## src/rtl/player_mover_pkg.sv

```systemverilog
// Shared geometry defaults and direction encodings for the player mover.
package player_mover_pkg;

  localparam int unsigned H_DISPLAY_DEF     = 640;
  localparam int unsigned V_DISPLAY_DEF     = 480;
  localparam int unsigned PLAYER_WIDTH_DEF  = 32;
  localparam int unsigned PLAYER_HEIGHT_DEF = 32;

  localparam logic [1:0] DIR_UP    = 2'b00;
  localparam logic [1:0] DIR_DOWN  = 2'b01;
  localparam logic [1:0] DIR_LEFT  = 2'b10;
  localparam logic [1:0] DIR_RIGHT = 2'b11;

endpackage

```

## src/rtl/player_mover_if.sv

```systemverilog
// Switch/control inputs and sprite position outputs of the player mover.
interface player_mover_if #(
  parameter int unsigned POS_W = 10
);
  logic             SW1;
  logic             SW2;
  logic             SW3;
  logic             SW4;
  logic             ENABLE;
  logic             RESPAWN;
  logic [POS_W-1:0] player_x;
  logic [POS_W-1:0] player_y;
  logic             move_pulse;
  logic [1:0]       move_dir;
  logic             at_goal;

  modport master (
    output SW1, SW2, SW3, SW4, ENABLE, RESPAWN,
    input  player_x, player_y, move_pulse, move_dir, at_goal
  );

  modport slave (
    input  SW1, SW2, SW3, SW4, ENABLE, RESPAWN,
    output player_x, player_y, move_pulse, move_dir, at_goal
  );
endinterface

```

## src/rtl/button_sync.sv

```systemverilog
// Parametrised-width two-flop synchroniser for asynchronous switch inputs.
module button_sync #(
  parameter int unsigned Width = 4
) (
  input  logic             clk_i,
  input  logic             rst_ni,
  input  logic [Width-1:0] d_i,
  output logic [Width-1:0] q_o
);

  logic [Width-1:0] meta_q;
  logic [Width-1:0] sync_q;

  // Two-stage capture of the raw inputs.
  always_ff @(posedge clk_i or negedge rst_ni) begin
    if (!rst_ni) begin
      meta_q <= '0;
      sync_q <= '0;
    end else begin
      meta_q <= d_i;
      sync_q <= meta_q;
    end
  end

  assign q_o = sync_q;

endmodule

```

## src/rtl/player_mover.sv

```systemverilog
// Grid-stepping player controller: step on press, hold-to-repeat, respawn and enable gating.
module player_mover
  import player_mover_pkg::*;
#(
  parameter int unsigned POS_W         = 10,
  parameter int unsigned H_DISPLAY     = H_DISPLAY_DEF,
  parameter int unsigned V_DISPLAY     = V_DISPLAY_DEF,
  parameter int unsigned PLAYER_WIDTH  = PLAYER_WIDTH_DEF,
  parameter int unsigned PLAYER_HEIGHT = PLAYER_HEIGHT_DEF,
  parameter int unsigned STEP          = 32,
  parameter int unsigned START_X       = 320,
  parameter int unsigned START_Y       = 448,
  parameter int unsigned HOLD_CYCLES   = 6000000,
  parameter int unsigned REPEAT_CYCLES = 3000000,
  parameter int unsigned CNT_W         = 32
) (
  input logic           CLK,
  input logic           RST_N,
  player_mover_if.slave bus
);

  typedef enum logic [1:0] {StIdle, StHold, StRepeat, StWaitRel} state_e;

  localparam logic [POS_W:0]   StepExt  = (POS_W+1)'(STEP);
  localparam logic [POS_W:0]   XMaxExt  = (POS_W+1)'(H_DISPLAY - PLAYER_WIDTH);
  localparam logic [POS_W:0]   YMaxExt  = (POS_W+1)'(V_DISPLAY - PLAYER_HEIGHT);
  localparam logic [POS_W-1:0] StepPos  = POS_W'(STEP);
  localparam logic [POS_W-1:0] StartX   = POS_W'(START_X);
  localparam logic [POS_W-1:0] StartY   = POS_W'(START_Y);
  localparam logic [CNT_W-1:0] HoldLoad = CNT_W'(HOLD_CYCLES - 1);
  localparam logic [CNT_W-1:0] RepLoad  = CNT_W'(REPEAT_CYCLES - 1);

  state_e           state_q, state_d;
  logic [CNT_W-1:0] timer_q, timer_d;
  logic [POS_W-1:0] x_q, x_d, y_q, y_d;
  logic [1:0]       lat_dir_q, lat_dir_d;
  logic [1:0]       move_dir_q, move_dir_d;
  logic             pulse_q, pulse_d;

  logic [3:0]       sw_s;
  logic             req;
  logic [1:0]       sel_dir;
  logic             step_ok;
  logic             do_step;
  logic [POS_W-1:0] x_step, y_step;
  logic [POS_W:0]   x_ext, y_ext, x_right_ext, y_down_ext;

  button_sync #(
    .Width(4)
  ) u_sync (
    .clk_i (CLK),
    .rst_ni(RST_N),
    .d_i   ({bus.SW4, bus.SW3, bus.SW2, bus.SW1}),
    .q_o   (sw_s)
  );

  assign req         = |sw_s;
  assign x_ext       = {1'b0, x_q};
  assign y_ext       = {1'b0, y_q};
  assign x_right_ext = x_ext + StepExt;
  assign y_down_ext  = y_ext + StepExt;

  // Fixed priority up > down > left > right among synchronised switches.
  always_comb begin
    sel_dir = DIR_RIGHT;
    if (sw_s[0])      sel_dir = DIR_UP;
    else if (sw_s[1]) sel_dir = DIR_DOWN;
    else if (sw_s[2]) sel_dir = DIR_LEFT;
  end

  // Bounds check and target position for the selected direction; no partial moves.
  always_comb begin
    step_ok = 1'b0;
    x_step  = x_q;
    y_step  = y_q;
    unique case (sel_dir)
      DIR_UP: begin
        step_ok = y_ext >= StepExt;
        y_step  = y_q - StepPos;
      end
      DIR_DOWN: begin
        step_ok = y_down_ext <= YMaxExt;
        y_step  = y_q + StepPos;
      end
      DIR_LEFT: begin
        step_ok = x_ext >= StepExt;
        x_step  = x_q - StepPos;
      end
      DIR_RIGHT: begin
        step_ok = x_right_ext <= XMaxExt;
        x_step  = x_q + StepPos;
      end
    endcase
  end

  // Next-state: press/hold/repeat timing, respawn override, then step application.
  always_comb begin
    state_d    = state_q;
    timer_d    = timer_q;
    x_d        = x_q;
    y_d        = y_q;
    lat_dir_d  = lat_dir_q;
    move_dir_d = move_dir_q;
    pulse_d    = 1'b0;
    do_step    = 1'b0;

    if (bus.RESPAWN) begin
      x_d     = StartX;
      y_d     = StartY;
      timer_d = '0;
      state_d = StWaitRel;
    end else begin
      unique case (state_q)
        StIdle: begin
          if (bus.ENABLE && req) begin
            do_step   = 1'b1;
            lat_dir_d = sel_dir;
            timer_d   = HoldLoad;
            state_d   = StHold;
          end
        end
        StHold, StRepeat: begin
          if (!bus.ENABLE || !req) begin
            state_d = StIdle;
          end else if (sel_dir != lat_dir_q) begin
            // Direction change restarts the hold delay in the new direction.
            do_step   = 1'b1;
            lat_dir_d = sel_dir;
            timer_d   = HoldLoad;
            state_d   = StHold;
          end else if (timer_q == '0) begin
            do_step = 1'b1;
            timer_d = RepLoad;
            state_d = StRepeat;
          end else begin
            timer_d = timer_q - 1'b1;
          end
        end
        StWaitRel: begin
          if (!req) state_d = StIdle;
        end
        default: state_d = StIdle;
      endcase

      // A blocked step still consumes the timer/state transition above.
      if (do_step && step_ok) begin
        x_d        = x_step;
        y_d        = y_step;
        move_dir_d = sel_dir;
        pulse_d    = 1'b1;
      end
    end
  end

  // State, timer and position registers.
  always_ff @(posedge CLK or negedge RST_N) begin
    if (!RST_N) begin
      state_q    <= StIdle;
      timer_q    <= '0;
      x_q        <= StartX;
      y_q        <= StartY;
      lat_dir_q  <= DIR_UP;
      move_dir_q <= DIR_UP;
      pulse_q    <= 1'b0;
    end else begin
      state_q    <= state_d;
      timer_q    <= timer_d;
      x_q        <= x_d;
      y_q        <= y_d;
      lat_dir_q  <= lat_dir_d;
      move_dir_q <= move_dir_d;
      pulse_q    <= pulse_d;
    end
  end

  assign bus.player_x   = x_q;
  assign bus.player_y   = y_q;
  assign bus.move_pulse = pulse_q;
  assign bus.move_dir   = move_dir_q;
  assign bus.at_goal    = (y_q == '0);

endmodule

```

## src/flat_wrapper.sv

```systemverilog
// flat-port wrapper written by rule: the top's interface ports become plain ports
module player_mover_flat import player_mover_pkg::*;
#(
  parameter int unsigned POS_W         = 10,
  parameter int unsigned H_DISPLAY     = H_DISPLAY_DEF,
  parameter int unsigned V_DISPLAY     = V_DISPLAY_DEF,
  parameter int unsigned PLAYER_WIDTH  = PLAYER_WIDTH_DEF,
  parameter int unsigned PLAYER_HEIGHT = PLAYER_HEIGHT_DEF,
  parameter int unsigned STEP          = 32,
  parameter int unsigned START_X       = 320,
  parameter int unsigned START_Y       = 448,
  parameter int unsigned HOLD_CYCLES   = 6000000,
  parameter int unsigned REPEAT_CYCLES = 3000000,
  parameter int unsigned CNT_W         = 32
)
  (CLK, RST_N, bus_SW1, bus_SW2, bus_SW3, bus_SW4, bus_ENABLE, bus_RESPAWN, bus_player_x, bus_player_y, bus_move_pulse, bus_move_dir, bus_at_goal);
  player_mover_if #(.POS_W(POS_W)) bus_i ();
  input logic CLK;
  input logic RST_N;
  input wire logic [$bits(bus_i.SW1)-1:0] bus_SW1;
  input wire logic [$bits(bus_i.SW2)-1:0] bus_SW2;
  input wire logic [$bits(bus_i.SW3)-1:0] bus_SW3;
  input wire logic [$bits(bus_i.SW4)-1:0] bus_SW4;
  input wire logic [$bits(bus_i.ENABLE)-1:0] bus_ENABLE;
  input wire logic [$bits(bus_i.RESPAWN)-1:0] bus_RESPAWN;
  output wire logic [$bits(bus_i.player_x)-1:0] bus_player_x;
  output wire logic [$bits(bus_i.player_y)-1:0] bus_player_y;
  output wire logic [$bits(bus_i.move_pulse)-1:0] bus_move_pulse;
  output wire logic [$bits(bus_i.move_dir)-1:0] bus_move_dir;
  output wire logic [$bits(bus_i.at_goal)-1:0] bus_at_goal;
  assign bus_i.SW1 = bus_SW1;
  assign bus_i.SW2 = bus_SW2;
  assign bus_i.SW3 = bus_SW3;
  assign bus_i.SW4 = bus_SW4;
  assign bus_i.ENABLE = bus_ENABLE;
  assign bus_i.RESPAWN = bus_RESPAWN;
  assign bus_player_x = bus_i.player_x;
  assign bus_player_y = bus_i.player_y;
  assign bus_move_pulse = bus_i.move_pulse;
  assign bus_move_dir = bus_i.move_dir;
  assign bus_at_goal = bus_i.at_goal;
  player_mover #(.POS_W(POS_W), .H_DISPLAY(H_DISPLAY), .V_DISPLAY(V_DISPLAY), .PLAYER_WIDTH(PLAYER_WIDTH), .PLAYER_HEIGHT(PLAYER_HEIGHT), .STEP(STEP), .START_X(START_X), .START_Y(START_Y), .HOLD_CYCLES(HOLD_CYCLES), .REPEAT_CYCLES(REPEAT_CYCLES), .CNT_W(CNT_W)) u_core (.CLK(CLK), .RST_N(RST_N), .bus(bus_i));
endmodule
```

## config.mk

```make
export PLATFORM = sky130hd
export DESIGN_NAME = player_mover_flat
export DESIGN_NICKNAME = d
export VERILOG_FILES = /design/src/rtl/player_mover_pkg.sv /design/src/rtl/player_mover_if.sv /design/src/rtl/button_sync.sv /design/src/rtl/player_mover.sv /design/src/flat_wrapper.sv
export SDC_FILE = /design/constraint.sdc
export NUM_CORES = 1
export LEC_CHECK = 0
export BUFFER_PORTS_ARGS = -buffer_cell sky130_fd_sc_hd__buf_4
export CAP_MARGIN = 10
export CORE_MARGIN = 2
export CORE_UTILIZATION = 32
export CTS_CLUSTER_SIZE = 20
export DETAILED_ROUTE_END_ITERATION = 7
export GPL_ROUTABILITY_DRIVEN = 0
export SKIP_LAST_GASP = 1
export SYNTH_ARGS = -nofsm -noshare
export SYNTH_HDL_FRONTEND = slang
export SYNTH_SLANG_ARGS = --single-unit
```

## constraint.sdc

```tcl
create_clock -name CLK -period 4.94 [get_ports CLK]
set_input_delay 0.247 -clock CLK [delete_from_list [all_inputs] [get_ports CLK]]
set_output_delay 0.247 -clock CLK [all_outputs]
set_load 0.02 [all_outputs]
```

; ---- Word level (Yosys, flattened, before mapping)
; Cells that the tools add are included.
[totals]
n_memories = 0
output_inout_bits = 24
word_cells = 92
latch_bits = 0
regBits = 67
input_bits = 8
mem_bits_rw = 0
romBits = 0
[op_classes]
n_shift = 0
multipliers = 0
n_reduce_logical = 22
order_cmp = 4
mux = 35
add_sub_neg = 7
n_bitwise = 1
eq_ne = 14
div = 0
[op_table]
columns = op, n
row1 = 2-to-1 mux 32 bit, 5
row2 = case mux 32 bit (2 select lines), 1
row3 = 2-to-1 mux 10 bit, 4
row4 = case mux 10 bit (2 select lines), 2
row5 = logical NOT 32 bit, 1
row6 = "subtractor 32 x 1 -> 32 bit, second input constant", 1
row7 = "adder 10 x 6 -> 11 bit, second input constant", 2
row8 = 2-to-1 mux 2 bit, 11
row9 = "adder 10 x 6 -> 10 bit, second input constant", 2
row10 = ">= comparator 10 x 6 -> 1 bit, second input constant", 2
row11 = "subtractor 10 x 6 -> 10 bit, second input constant", 2
row12 = "<= comparator 11 x 10 -> 1 bit, second input constant", 1
row13 = "<= comparator 11 x 9 -> 1 bit, second input constant", 1
row14 = logical NOT 10 bit, 1
row15 = nonzero test 3 bit, 3
row16 = "equality test 2 bit, second input constant", 4
row17 = 2-to-1 mux 1 bit, 8
row18 = "inequality test 3 bit, second input constant", 2
row19 = case mux 2 bit (3 select lines), 1
row20 = AND reduction 2 bit, 3
row21 = AND reduction 3 bit, 2
row22 = "inequality test 5 x 2 -> 1 bit, second input constant", 1
row23 = AND reduction 5 bit, 1
row24 = "equality test 2 x 1 -> 1 bit, second input constant", 2
row25 = other kinds (15), 20

; ---- Logic depth before layout (Yosys ltp)
; Gate-level depths: netlist of run 1.
[depth]
word_depth = 11
depth_mapped = 9
ltp_nobuf = 8

; ---- Cells and area by module
; From an unflattened synthesis of run 1, not the netlist that was laid out.
[unflattened]
hier_cells = 393
area_unflattened_um2 = 3560.9
[by_module_without_submodules]
columns = mod, cells_each, n_inst, area_per_inst_um2, seq_area_each_um2
row1 = player_mover, 385, 1, 3360.7, 1232.4
row2 = button_sync, 8, 1, 200.2, 200.2

; ---- Worst setup path after synthesis of run 1
; Ideal clock, no wire load.
[synth_timing]
kind = flip-flop to flip-flop
startpoint = register u_core.timer_q[27]
endpoint = register u_core.x_q[7], in the netlist u_core.bus.player_x[7]
path_slack_ns = 2.078
path_stages_with_launch = 8
setup_ns = 0.125
n_path_buf = 1
arrival_time_ns = 2.738
period_less_slack_ns = 2.862
t_required_ns = 4.815
path_cell_list = dfrtp_1 > or4_4 > or4_4 > nor4_4 > o31ai_2 > buf_6 > nor4_1 > mux2_2
[synth_between]
elab_chain_cells = 9
[synth_lines]
columns = item, line_no
row1 = from (decl), player_mover.sv:34  ; logic [CNT_W-1:0] timer_q, timer_d;
row2 = from (signal assigned), player_mover.sv:167  ; timer_q <= timer_d;
row3 = logical NOT 32 bit, player_mover.sv:131  ; end else if (timer_q == '0) begin
row4 = 2-to-1 mux 1 bit, player_mover.sv:131
row5 = 2-to-1 mux 1 bit, player_mover.sv:125  ; end else if (sel_dir != lat_dir_q) begin
row6 = 2-to-1 mux 1 bit, player_mover.sv:123  ; if (!bus.ENABLE || !req) begin
row7 = case mux 1 bit (2 select lines), player_mover.sv:113  ; unique case (state_q)
row8 = 2-to-1 mux 1 bit, player_mover.sv:107  ; if (bus.RESPAWN) begin
row9 = logical AND 1 bit, player_mover.sv:146  ; if (do_step && step_ok) begin
row10 = nonzero test 2 bit (no line), --
row11 = AND reduction 2 bit (no line), --
row12 = to (signal assigned), player_mover.sv:160  ; x_q <= StartX;
row13 = to (decl), player_mover.sv:35  ; logic [POS_W-1:0] x_q, x_d, y_q, y_d;
; No other way between the ends. The select of a mux whose other input is x is not followed.
; A chain may end at the register's enable or synchronous reset.

; ---- Worst setup path after layout of run 1
[layout_timing]
startpoint = register u_core.timer_q[18]
endpoint = register u_core.timer_q[6]
[layout_between]
elab_chain_cells = 6
[layout_lines]
columns = item, line_no
row1 = logical NOT 32 bit, player_mover.sv:131
row2 = 2-to-1 mux 32 bit, player_mover.sv:131
row3 = 2-to-1 mux 32 bit, player_mover.sv:125
row4 = 2-to-1 mux 32 bit, player_mover.sv:123
row5 = case mux 32 bit (2 select lines), player_mover.sv:113
row6 = 2-to-1 mux 32 bit, player_mover.sv:107
; No other way between the ends. The select of a mux whose other input is x is not followed.

==> results of run 1 <==
## cell families (layout without fill, tap and decap cells)
family,count (synthesis),count (layout)
compound gates,88,88
xor+xnor,15,15
fa+ha+maj,12,12
buf+inv,37,57
flops,57,57
mux,11,11
other cells,1,10
simple gates,159,159
## power groups by stage
| stage | clock network (mW) | logic, mW | registers [mW] |
|---|---|---|---|
| floorplan | 0 | 0.866 | 0.687 |
| global placement | 0 | 1.07 | 0.699 |
| detailed placement | 0 | 1.09 | 0.702 |
| CTS | 0.614 | 1.09 | 0.696 |
| global route | 0.635 | 1.24 | 0.717 |
| finish | 0.603 | 1.10 | 0.697 |
## final cells by class
| class | count | area, um^2 |
|---|---|---|
| multi-input combinational | 295 | 1884 |
| clock buffer | 11 | 151.4 |
| timing repair buffer | 28 | 222.7 |
| sequential | 57 | 1433 |
| inverter | 13 | 48.80 |
| tap | 140 | 175.2 |
| clock inverter | 5 | 125.1 |
| fill | 1073 | 6658 |
## state kept, by name, indices dropped and copies added (netlist names)
signal,count
u_core.bus.player_y,5
u_core.bus.move_dir,2
u_core.bus.move_pulse,1
u_core.state_q,2
u_core.lat_dir_q,2
u_core.u_sync.q_o,4
u_core.u_sync.meta_q,4
u_core.timer_q,32
u_core.bus.player_x,5
## per-layer routing
metal	vias up	global-route usage (%)	share of wire, %	routed length [um]
li1	1431	-	-	-
met1	1400	20.19	49	3872
met2	69	20.89	44	3455
met3	19	3.195	4.1	323
met4	0	8.059	2.7	213
met5	-	0	0	0
## cell usage after synthesis (all sizes together), types with 9 or more instances
master,instances
ha,12
nor3,20
buf,13
clkbuf,11
a311oi,9
a21oi,14
inv,12
o21ai,25
nor2,58
nand2,17
nand3,11
dfrtp,52
nor4,9
## critical path: stages, from the launching register on
cell and delay (ns):
sky130_fd_sc_hd__dfrtp_1 0.41, sky130_fd_sc_hd__or3_1 0.43, sky130_fd_sc_hd__or4b_1 0.70, sky130_fd_sc_hd__o41ai_1 0.85, sky130_fd_sc_hd__buf_4 0.28, sky130_fd_sc_hd__a21oi_1 0.05
sky130_fd_sc_hd__o21ai_0 0.16, sky130_fd_sc_hd__o311ai_0 0.14
## path summary, 6_finish.rpt
path | cells after the start | endpoint | start
worst max-delay path | 7 | u_core.timer_q[6] | u_core.timer_q[18]
worst min-delay path | 2 | u_core.bus.player_y[9] | bus_RESPAWN
worst max register to register | 7 | u_core.timer_q[6] | u_core.timer_q[18]
worst min register to register | 0 | u_core.u_sync.q_o[3] | u_core.u_sync.meta_q[3]
max in group asynchronous | 2 | u_core.bus.move_dir[1] | RST_N
min in group asynchronous | 2 | u_core.u_sync.meta_q[2] | RST_N
## what timing repair did
action,4_1_cts,5_1_grt
endpoints found under the hold margin,56,0
setup endpoints to repair,0,0
hold buffers,5,0
==> results by stage, run 1 <==
Run status:
- The run finished with clean final reports.

Power:
- The power density relative to cell area is about 600 nW/um^2.
- The leakage power of the design is 1.754 nW.
- The design draws 2.396 mW.
- The portion of total power attributed to sequential cells is 29.1%.
- The switching share of total power is 41.14%.
- The net load switching power is about 0.99 mW.
- In this run, the clock network consumes 25.2% of the power.
- The internal power consumption is 1.410 mW.
- Combinational logic is responsible for 45.7% of the overall power.
- Across the VDD grid, the largest voltage drop is 0.3454 mV.

Final layout:
- The non-filler instance count after layout is approximately 550.
- The top cell types in the final layout, fill and taps aside, are sky130_fd_sc_hd__nor2_1 (58), sky130_fd_sc_hd__dfrtp_1 (52), sky130_fd_sc_hd__o21ai_0 (24).
- The finished cells cover 4040 um^2.
- Cells fill 37.77% of the core in the end.
- The leading cell type in the layout, fill and taps excluded is sky130_fd_sc_hd__nor2_1.
- 0 antenna diodes ended up in the layout.
- The area growth from synthesis to layout is 16.44%.
- The final layout contains ~420 nets.
- The post-route netlist has 15.16% of its cells at a drive strength greater than 1.

Synth:
- The area fraction of the dominant cell type after synthesis is between 30% and 40%.
- After synthesis, the cell types taking the most area are sky130_fd_sc_hd__dfrtp_1 (38%), sky130_fd_sc_hd__nor2_1 (6.3%), sky130_fd_sc_hd__ha_1 (4.3%).
- sky130_fd_sc_hd__dfrtp_1 takes more of the synthesized area than any other cell.
- The dominant register cell in the synthesized netlist is sky130_fd_sc_hd__dfrtp_1.
- The adder and majority cell fraction of the synthesized area is 4.327%.
- The number of flops mapped to enable cells by yosys is 0.
- The fraction of the mapped netlist area in compound gates is 17.74%.
- By area, the combinational part of the netlist is dominated by simple AND/OR/NAND/NOR gates.
- The synthesized netlist devotes about 3.8% of its cell area to XOR and XNOR gates.
- The cell count after synthesis came out at 380.
- Dividing the synthesized area by the synthesized cell count gives a little over 9 um^2.
- Of all flip-flops after synthesis, the portion carrying an async set or reset was 100.0%.
- The number of distinct library cell variants in the gate-level netlist after synthesis is 62.
- The synthesized netlist occupies a cell area of 3470 um^2.
- Sequential cells were found to cover 41.29% of the synthesized design area.
- Counting flops and latches in the post-synthesis netlist gives 57.
- The multiplexer area fraction after synthesis is 3.390%.
- After Yosys synthesis, and, or, nand and nor cells account for about a quarter of the synthesized area.
- The number of synthesis warnings is 0.

GRT:
- Global routing used 14.54% of the available tracks.
- The number of antenna violations at the first check in global routing is 0.
- After global routing the overflow that remains totals 0.
- The first-pass GRT wire length is 13.28 mm.
- The via count of the first global-routing pass was 2690.
- The maximum number of pins on one net before global-route repair is 58.

Placement:
- The cell count after placement is 528.
- Summing all placed instances gives a cell area of 3714 um^2.
- Timing analysis after detailed placement gives a worst setup slack of around 1.8 ns.
- The number of buffers added on ports is 21.
- The total half-perimeter wirelength after legalization and detailed placement is about 5.4 mm.

Timing:
- In the post-route analysis, the smallest setup slack over all paths is 1.748 ns.
- The clock tree skew after final layout is 0.008647 ns.
- The worst pin sits at a relative slew slack of roughly 31%.
- At the pin with the least slew margin, the transition time is about 1.0 ns.
- The hold violation total from the final report is 0.
- The part of the cycle the worst path needs is 64.61%.
- The max-slew violation count is 0.
- Setup violations remaining at the end of the flow were counted as 0.
- The summed negative setup slack over all endpoints is 0 ns.
- The highest attainable clock frequency is 0.3133 GHz.
- On the final layout, the worst hold slack is 0.2841 ns.
- The minimum clock period is 3.192 ns.
- Setup repair after global routing left no endpoint under its margin.

Critical path:
- STA puts the critical path data required time at 5.13 ns.
- Of all nets on the critical path, the largest fanout is 8.
- The data arrival at the endpoint of the critical path is 3.38 ns.
- STA classifies the critical path startpoint as a flop.
- The register-to-register path setup slack is 1.75 ns.
- The sort of element at the end of the critical path is a flop.
- The type of the worst setup path is flop to flop.

Floorplanning:
- The area inside the core boundary is 10700 um^2.
- The die height is 108.1 um.
- The floorplan row count is 38.
- During I/O placement, the number of pins put on the boundary was 32.
- The die covers between 10000 and 15000 um^2.
- The width of the die is about 110 um.
- The initial utilization of the core area, before any placement, comes to 32.43%.

Run:
- The tool flagged a number of max-cap violations equal to 0.

Clock network:
- The clock net in this run drives a total of between 50 and 60 sinks.
- The clock tree root driver cell is sky130_fd_sc_hd__clkbuf_8.
- Clock latency on the worst-skew pair, taken at its later pin, is 0.35 ns.
- The clock edge transition at the registers on the reported setup and hold paths is roughly 0.070 ns.
- The clock passes through at most 2 buffers.
- The maximum level of the CTS H-tree is 3.
- The number of gates given a new drive strength after cts is 0.
- The clock tree from TritonCTS is done.
- Buffers added to address setup during post-CTS repair amount to 0.
- The TritonCTS buffer count is 9.

Routing:
- For this block, the initial DRC count from the detailed router was 180.
- After detailed routing, the average wire length per cell comes to 14.33 um.
- The number of detailed-route iterations in the first pass is 4.
- Dividing the detail-routed via count by the number of cells gives 5.317.
- In this run the remaining antenna-violating nets after routing total 0.
- Wires add up to 7.865 mm.
- Summing over every cut layer, the via total after detailed routing is 2919.
- The number of design rule violations left after detail routing is 0.

Min path:
- The worst min-delay path category is input pin to flop.
No activity file was read; power rests on OpenSTA's default activity.
==> inputs of run 2 (changes only) <==
clock period = 3.1 ns   (was 4.94 ns; I/O delays follow)
==> run 2 against run 1 <==
Compared with the run above:
- register-to-register slack got worse by 1.6 ns
- critical path depth stayed put
- largest power group unchanged
- clock skew decreased by 0.0011 ns
- clock power rose by 18%
- fmax grew 9.0%
- critical path type unchanged
- largest cell class unchanged
- setup slack got worse by 1.6 ns
- flip-flop and latch count did not move
- count of clock-buffer cells in the layout down 2
- core utilization about the same
- final cell count up 1.6%
- global-route usage is 0.22 points higher
- combinational power up 73%
==> results by stage, run 2 (synthesis results as in run 1) <==
Routing:
- The via count normalized by instance count came to 5.299 (-0.33%).
- The number of design rule violations left after detail routing is 0 (unchanged).
- The number of nets with antenna violations after routing is 0 (unchanged).
- The routed length per instance is 14.26 um (-0.46%).
- The routed wire length is 7.957 mm (+1.2%).
- The initial DRC count came to 111 (-38%).
- The vias after detailed routing is 2957 (+1.3%).
- The number of detailed-route iterations in the first pass is 4 (unchanged).

Critical path:
- The timing startpoint of the critical path is u_core.timer_q[26].
- The required time reported for the critical path endpoint is 3.37 ns (-1.76 ns).
- The endpoint identified for the worst register-to-register timing path is u_core.bus.player_y[9].
- The worst setup path is captured at a flop.
- The critical path is of the flop to flop type.
- The maximum fanout encountered on the critical timing path is 12 (+4).
- The kind of launch point of the worst setup path is a flop.
- The cell count of the worst reg-to-reg path is 7 (unchanged).
- The data arrival at the endpoint of the critical path is 3.20 ns (-0.18 ns).
- The startpoint identified for the worst register-to-register timing path is u_core.timer_q[26].
- The most critical setup path has its endpoint at u_core.bus.player_y[9].
- The register-to-register path setup slack is 0.17 ns (-1.58 ns).

Timing:
- The hold violation total from the final report is 0 (unchanged).
- The worst setup margin is 0.1708 ns (-1.577 ns).
- Setup repair after global routing left no endpoint under its margin.
- The max-slew violation count came to 0 (unchanged).
- The relative slew slack is 26.91% (-4.3 points).
- The pin slew with the least headroom to its limit is 1.088 ns (+0.06241 ns).
- The minimum clock period is 2.929 ns (-0.2627 ns).
- The count of final setup violators came to 0 (unchanged).
- The part of the cycle the worst path needs is 94.49% (+30 points).
- The highest attainable clock frequency is 0.3414 GHz (+9.0%).
- The clock tree skew after final layout is 0.007503 ns (-0.001145 ns).
- The summed negative setup slack over all endpoints is 0 ns (unchanged).

GRT:
- The maximum number of pins on one net before global-route repair is 58 (unchanged).
- The number of antenna violations at the first check in global routing came to 0 (unchanged).
- The overall overflow remaining after global route came to 0 (unchanged).
- The via count of the first global-routing pass was 2766 (+2.8%).
- The total routing usage reported by global routing is 14.76% (+0.22 points).
- The first-pass GRT wire length was 13.76 mm (+3.6%).

Final layout:
- The end-of-flow core utilization is 37.78% (about the same).
- The library cell used most frequently in the layout, excluding fill and tap cells, is sky130_fd_sc_hd__nor2_1.
- The number of nets in the finished design is 433 (+2.1%).
- The number of filler cells placed in the layout is 1071 (-0.19%).
- The share of layout cells above drive strength 1 was 17.22% (+2.1 points).
- The area growth from synthesis to layout is 16.48% (about the same).
- The flip-flop count of the largest register after layout came to 32 (unchanged).
- The non-filler instance count after layout came to 558 (+1.6%).
- The library cells used most frequently in the layout, excluding fill and tap cells, are sky130_fd_sc_hd__nor2_1 (58), sky130_fd_sc_hd__dfrtp_1 (52), sky130_fd_sc_hd__buf_4 (32).
- Ranked by flip-flop count, first place goes to u_core.timer_q.
- The antenna diode count is 0 (unchanged).

Floorplanning:
- The die outline area is 11690 um^2 (unchanged).
- The starting density of the core was 32.43% (unchanged).
- The I/O pin total was 32 (unchanged).
- The die height was 108.1 um (unchanged).
- The floorplan row count is 38 (unchanged).
- The area inside the core boundary is 10700 um^2 (unchanged).
- The width of the die came to 108.1 um (unchanged).

Clock network:
- The worst-skew pair later-pin latency is 0.34 ns (about the same).
- The maximum clock insertion buffer count is 2 (unchanged).
- The clock tree root driver cell is sky130_fd_sc_hd__clkbuf_8.
- The count of buffers added by post-CTS timing repair for setup is 0 (unchanged).
- The maximum level of the CTS H-tree came to 3 (unchanged).
- The TritonCTS sink count came to 57 (unchanged).
- The clock tree from TritonCTS is done.
- The clock edge transition at the registers on the reported setup and hold paths is 0.07 ns (about the same).
- The TritonCTS buffer count is 9 (unchanged).

Run status:
- The flow ran to the end, and the final reports show no timing, DRC or antenna violations.

Power:
- The power density relative to cell area is 919.9 nW/um^2 (+55%).
- The total power after layout is 3.718 mW (+55%).
- The worst ir drop on vdd is 0.5405 mV (+56%).
- The leakage power of the design was 1.750 nW (-0.21%).

Min path:
- In this run the worst hold path is classified as input pin to flop.

Placement:
- The worst setup timing slack at the placement stage is 0.2053 ns (-1.569 ns).
- The cell count after placement is 537 (+1.7%).
- The total half-perimeter wirelength after legalization and detailed placement is 5.581 mm (+3.1%).
- The number of buffers added on ports is 21 (unchanged).

Run:
- The number of max-cap violations came to 0 (unchanged).
## run 2: power by group
part           total [mW]  leakage (nW)  internal (mW)  switching (mW)
registers            1.11         0.738          0.923           0.189
clock network       0.710        0.0925          0.377           0.333
logic                1.90         0.920          0.770            1.13
## run 2: what timing repair did
action,4_1_cts,5_1_grt
setup endpoints to repair,0,1
hold endpoints to repair,56,0
hold buffers,5,0
resized for setup,0,1
## run 2: per-stage QoR
stage	hold WS, ns	instance area [um^2]
finish	0.1885	4041
global route	0.2175	4041
CTS	0.1889	4034
detailed placement	0.2653	3781
global placement	0.2599	3781
floorplan	-0.1406	3503
## run 2: cell type report
cell class	count	area, um^2	share of cell area (%)
clock buffer	9	123.9	3.065
timing repair buffer	37	290.3	7.183
clock inverter	7	78.83	1.950
multi-input combinational	295	1892	46.81
inverter	13	48.80	1.207
sequential	57	1433	35.45
tap	140	175.2	4.334
## run 2: metal layers
layer  routed length (um)  global-route usage (%)  up-vias
li1                     -                       -     1448
met1                 3991                   21.31     1445
met2                 3615                   22.37       57
met3                  292                   1.989        7
met4                   58                   5.678        0
met5                    0                       0        -
## run 2: worst max-delay path, cell delays in order (launching register included)
cell and delay, ns:
sky130_fd_sc_hd__dfrtp_1 0.41, sky130_fd_sc_hd__or4_4 0.54, sky130_fd_sc_hd__or4_4 0.54, sky130_fd_sc_hd__nor4_4 0.38
sky130_fd_sc_hd__o31ai_2 0.16, sky130_fd_sc_hd__buf_4 0.20, sky130_fd_sc_hd__or4_1 0.47, sky130_fd_sc_hd__a21oi_1 0.14
## run 2: worst min-delay path by stage
stage	from	to	slack [ns]	depth (start not counted)
after CTS	bus_RESPAWN	u_core.bus.player_y[9]	0.19	2
after global routing	bus_RESPAWN	u_core.timer_q[16]	0.22	2
after global placement	RST_N	u_core.u_sync.meta_q[2]	0.26	1
final	bus_RESPAWN	u_core.bus.player_y[9]	0.19	2
after floorplan	RST_N	u_core.bus.move_dir[0]	-0.14	0
after detailed placement	RST_N	u_core.u_sync.q_o[1]	0.27	1
==> inputs of run 3 (changes only) <==
REMOVE_ABC_BUFFERS = 1   (was not set)
==> run 3 against run 2 <==
Compared with the run above:
- setup slack better by 0.052 ns
- sequential power about the same
- wire length up 1.8%
- final cell count decreased by 0.36%
- flip-flop and latch count unchanged
- largest cell class unchanged
- largest power group unchanged
- highest routed layer unchanged
==> results by stage, run 3 (synthesis results as in run 1) <==
Floorplanning:
- The starting density of the core is 32.43% (unchanged).
- The die outline area is 11690 um^2 (unchanged).
- The I/O pin total is 32 (unchanged).
- The width of the die is 108.1 um (unchanged).
- The floorplan row count was 38 (unchanged).
- The die height was 108.1 um (unchanged).
- The area inside the core boundary is 10700 um^2 (unchanged).

Routing:
- The number of nets with antenna violations after routing is 0 (unchanged).
- The number of detailed-route iterations in the first pass is 4 (unchanged).
- The routed length per instance is 14.58 um (+2.2%).
- The routed wire length came to 8.104 mm (+1.8%).
- The vias after detailed routing is 2941 (-0.54%).
- The via count normalized by instance count came to 5.290 (-0.18%).
- The initial DRC count is 146 (+32%).
- The number of design rule violations left after detail routing was 0 (unchanged).
- The uppermost layer routed is met4.
- The met3 routed wirelength is 310 um (+6.2%).
- The length of routed met2 wiring was 3.611 mm (-0.11%).
- The met1 routed wirelength after detailed routing is 4.028 mm (+0.93%).

Power:
- The leakage power of the design came to 1.762 nW (+0.68%).
- The total power after layout is 3.770 mW (+1.4%).
- The worst ir drop on vdd is 0.4552 mV (-16%).
- The power density relative to cell area is 932.0 nW/um^2 (+1.3%).

Placement:
- The number of buffers added on ports is 21 (unchanged).
- The cell area after placement is 3766 um^2 (-0.40%).
- The total half-perimeter wirelength after legalization and detailed placement is 5.663 mm (+1.5%).
- The worst setup timing slack at the placement stage was 0.2067 ns (+0.001412 ns).

Final layout:
- The post-layout instance area came to 4045 um^2 (about the same).
- The register area is 1433 um^2 (unchanged).
- The share of layout cells above drive strength 1 was 16.59% (-0.64 points).
- The area growth from synthesis to layout was 16.59% (about the same).
- In the layout the commonest cells are sky130_fd_sc_hd__nor2_1 (58), sky130_fd_sc_hd__dfrtp_1 (52), sky130_fd_sc_hd__buf_4 (30).
- The leading cell type in the layout, fill and taps excluded is sky130_fd_sc_hd__nor2_1.
- The number of nets in the finished design came to 431 (-0.46%).
- The flip-flop count of the largest register after layout is 32 (unchanged).
- The area used by multi-input combinational logic is 1884 um^2 (-0.40%).
- The register bank with the most flops is u_core.timer_q.
- The number of filler cells placed in the layout came to 1073 (+0.19%).
- The antenna diode count is 0 (unchanged).

Min path:
- The worst hold path terminates at u_core.bus.player_y[5].
- The instance count along the most critical hold path is 2 (unchanged).
- The worst hold path begins at bus_RESPAWN.
- The tightest min-delay check is of the input pin to flop type.

Clock network:
- The TritonCTS sink count is 57 (unchanged).
- The maximum level of the CTS H-tree is 3 (unchanged).
- TritonCTS built the clock tree.
- The maximum clock insertion buffer count is 2 (unchanged).
- The TritonCTS buffer count was 9 (unchanged).
- The clock tree root driver cell is sky130_fd_sc_hd__clkbuf_8.
- The clock edge transition at the registers on the reported setup and hold paths is 0.07 ns (about the same).
- The worst-skew pair later-pin latency is 0.34 ns (about the same).

Critical path:
- The maximum fanout encountered on the critical timing path came to 15 (+3).
- The launching point of the worst reg2reg path is u_core.timer_q[26].
- The data arrival at the endpoint of the critical path is 3.10 ns (-0.10 ns).
- The sort of element at the end of the critical path is a flop.
- The endpoint identified for the worst register-to-register timing path is u_core.bus.player_x[9].
- The register-to-register path setup slack came to 0.22 ns (+0.05 ns).
- STA classifies the critical path startpoint as a flop.
- The required time reported for the critical path endpoint is 3.32 ns (-0.05 ns).
- The cell count of the worst reg-to-reg path was 6 (-1).
- The type of the worst setup path is flop to flop.

Timing:
- The relative slew slack is 28.19% (+1.3 points).
- The part of the cycle the worst path needs was 92.82% (-1.7 points).
- The pin slew with the least headroom to its limit was 1.071 ns (-0.01726 ns).
- The hold violation total from the final report is 0 (unchanged).
- The highest attainable clock frequency is 0.3475 GHz (+1.8%).
- The smallest hold slack is 0.1927 ns (+0.004174 ns).
- The max-slew violation count came to 0 (unchanged).
- The minimum clock period was 2.877 ns (-0.05180 ns).
- The worst setup margin is 0.2226 ns (+0.05180 ns).
- Setup repair after global routing left no endpoint under its margin.
- The count of final setup violators came to 0 (unchanged).
- The clock tree skew after final layout is 0.01104 ns (+0.003541 ns).
- The summed negative setup slack over all endpoints is 0 ns (unchanged).

GRT:
- The total routing usage reported by global routing is 15.27% (+0.51 points).
- The maximum number of pins on one net before global-route repair came to 58 (unchanged).
- The via count of the first global-routing pass is 2880 (+4.1%).
- The number of antenna violations at the first check in global routing is 0 (unchanged).
- The overall overflow remaining after global route is 0 (unchanged).
- The first-pass GRT wire length is 14.08 mm (+2.4%).

Run status:
- The flow ran to the end, and the final reports show no timing, DRC or antenna violations.

Run:
- The number of max-cap violations is 0 (unchanged).
[run 3: layer usage]
layer | up-vias | track usage (%)
met2 | 62 | 23.41
met4 | 0 | 5.861
met5 | - | 0
li1 | 1442 | -
met1 | 1425 | 21.18
met3 | 12 | 3.134
[run 3: final cells by class]
class | instances | area share, %
sequential | 57 | 35.42
tap | 140 | 4.330
inverter | 13 | 1.206
multi-input combinational | 295 | 46.58
clock inverter | 5 | 1.918
timing repair buffer | 35 | 6.805
clock buffer | 11 | 3.743
[run 3: critical path, cell delays in order (launching register included)]
cell and delay (ns):
sky130_fd_sc_hd__dfrtp_1 0.41, sky130_fd_sc_hd__or4_4 0.54, sky130_fd_sc_hd__or4_4 0.54, sky130_fd_sc_hd__nor4_4 0.34
sky130_fd_sc_hd__o31ai_2 0.25, sky130_fd_sc_hd__nor4_1 0.34, sky130_fd_sc_hd__mux2_1 0.35
[run 3: what timing repair did]
action                    4_1_cts  5_1_grt
buffers inserted                0        0
hold endpoints to repair       56        0
resized for setup               0        0
hold buffers                    5        0
[run 3: worst max path at each step]
stage                             from                     end  slack, ns  cells past startpoint
finish              u_core.timer_q[26]  u_core.bus.player_x[9]       0.22                      6
global route        u_core.timer_q[18]       u_core.timer_q[6]      0.007                      8
CTS                 u_core.timer_q[18]       u_core.timer_q[6]       0.19                      8
detailed placement  u_core.timer_q[18]       u_core.timer_q[6]       0.21                      8
global placement    u_core.timer_q[18]       u_core.timer_q[6]       0.25                      8
floorplan           u_core.timer_q[18]  u_core.bus.player_x[7]     -0.008                      6
[run 3: metrics by stage]
step,util (%),cells
after floorplan,-,365
after global placement,35.20,535
after detailed placement,35.20,535
after CTS,37.81,556
after global routing,37.81,556
final,37.81,556
[run 3: power by group]
| part | leakage [nW] | switching, mW | internal, mW |
|---|---|---|---|
| logic | 0.909 | 1.11 | 0.753 |
| registers | 0.738 | 0.189 | 0.923 |
| clock network | 0.115 | 0.303 | 0.493 |
| total | 1.76 | 1.60 | 2.17 |
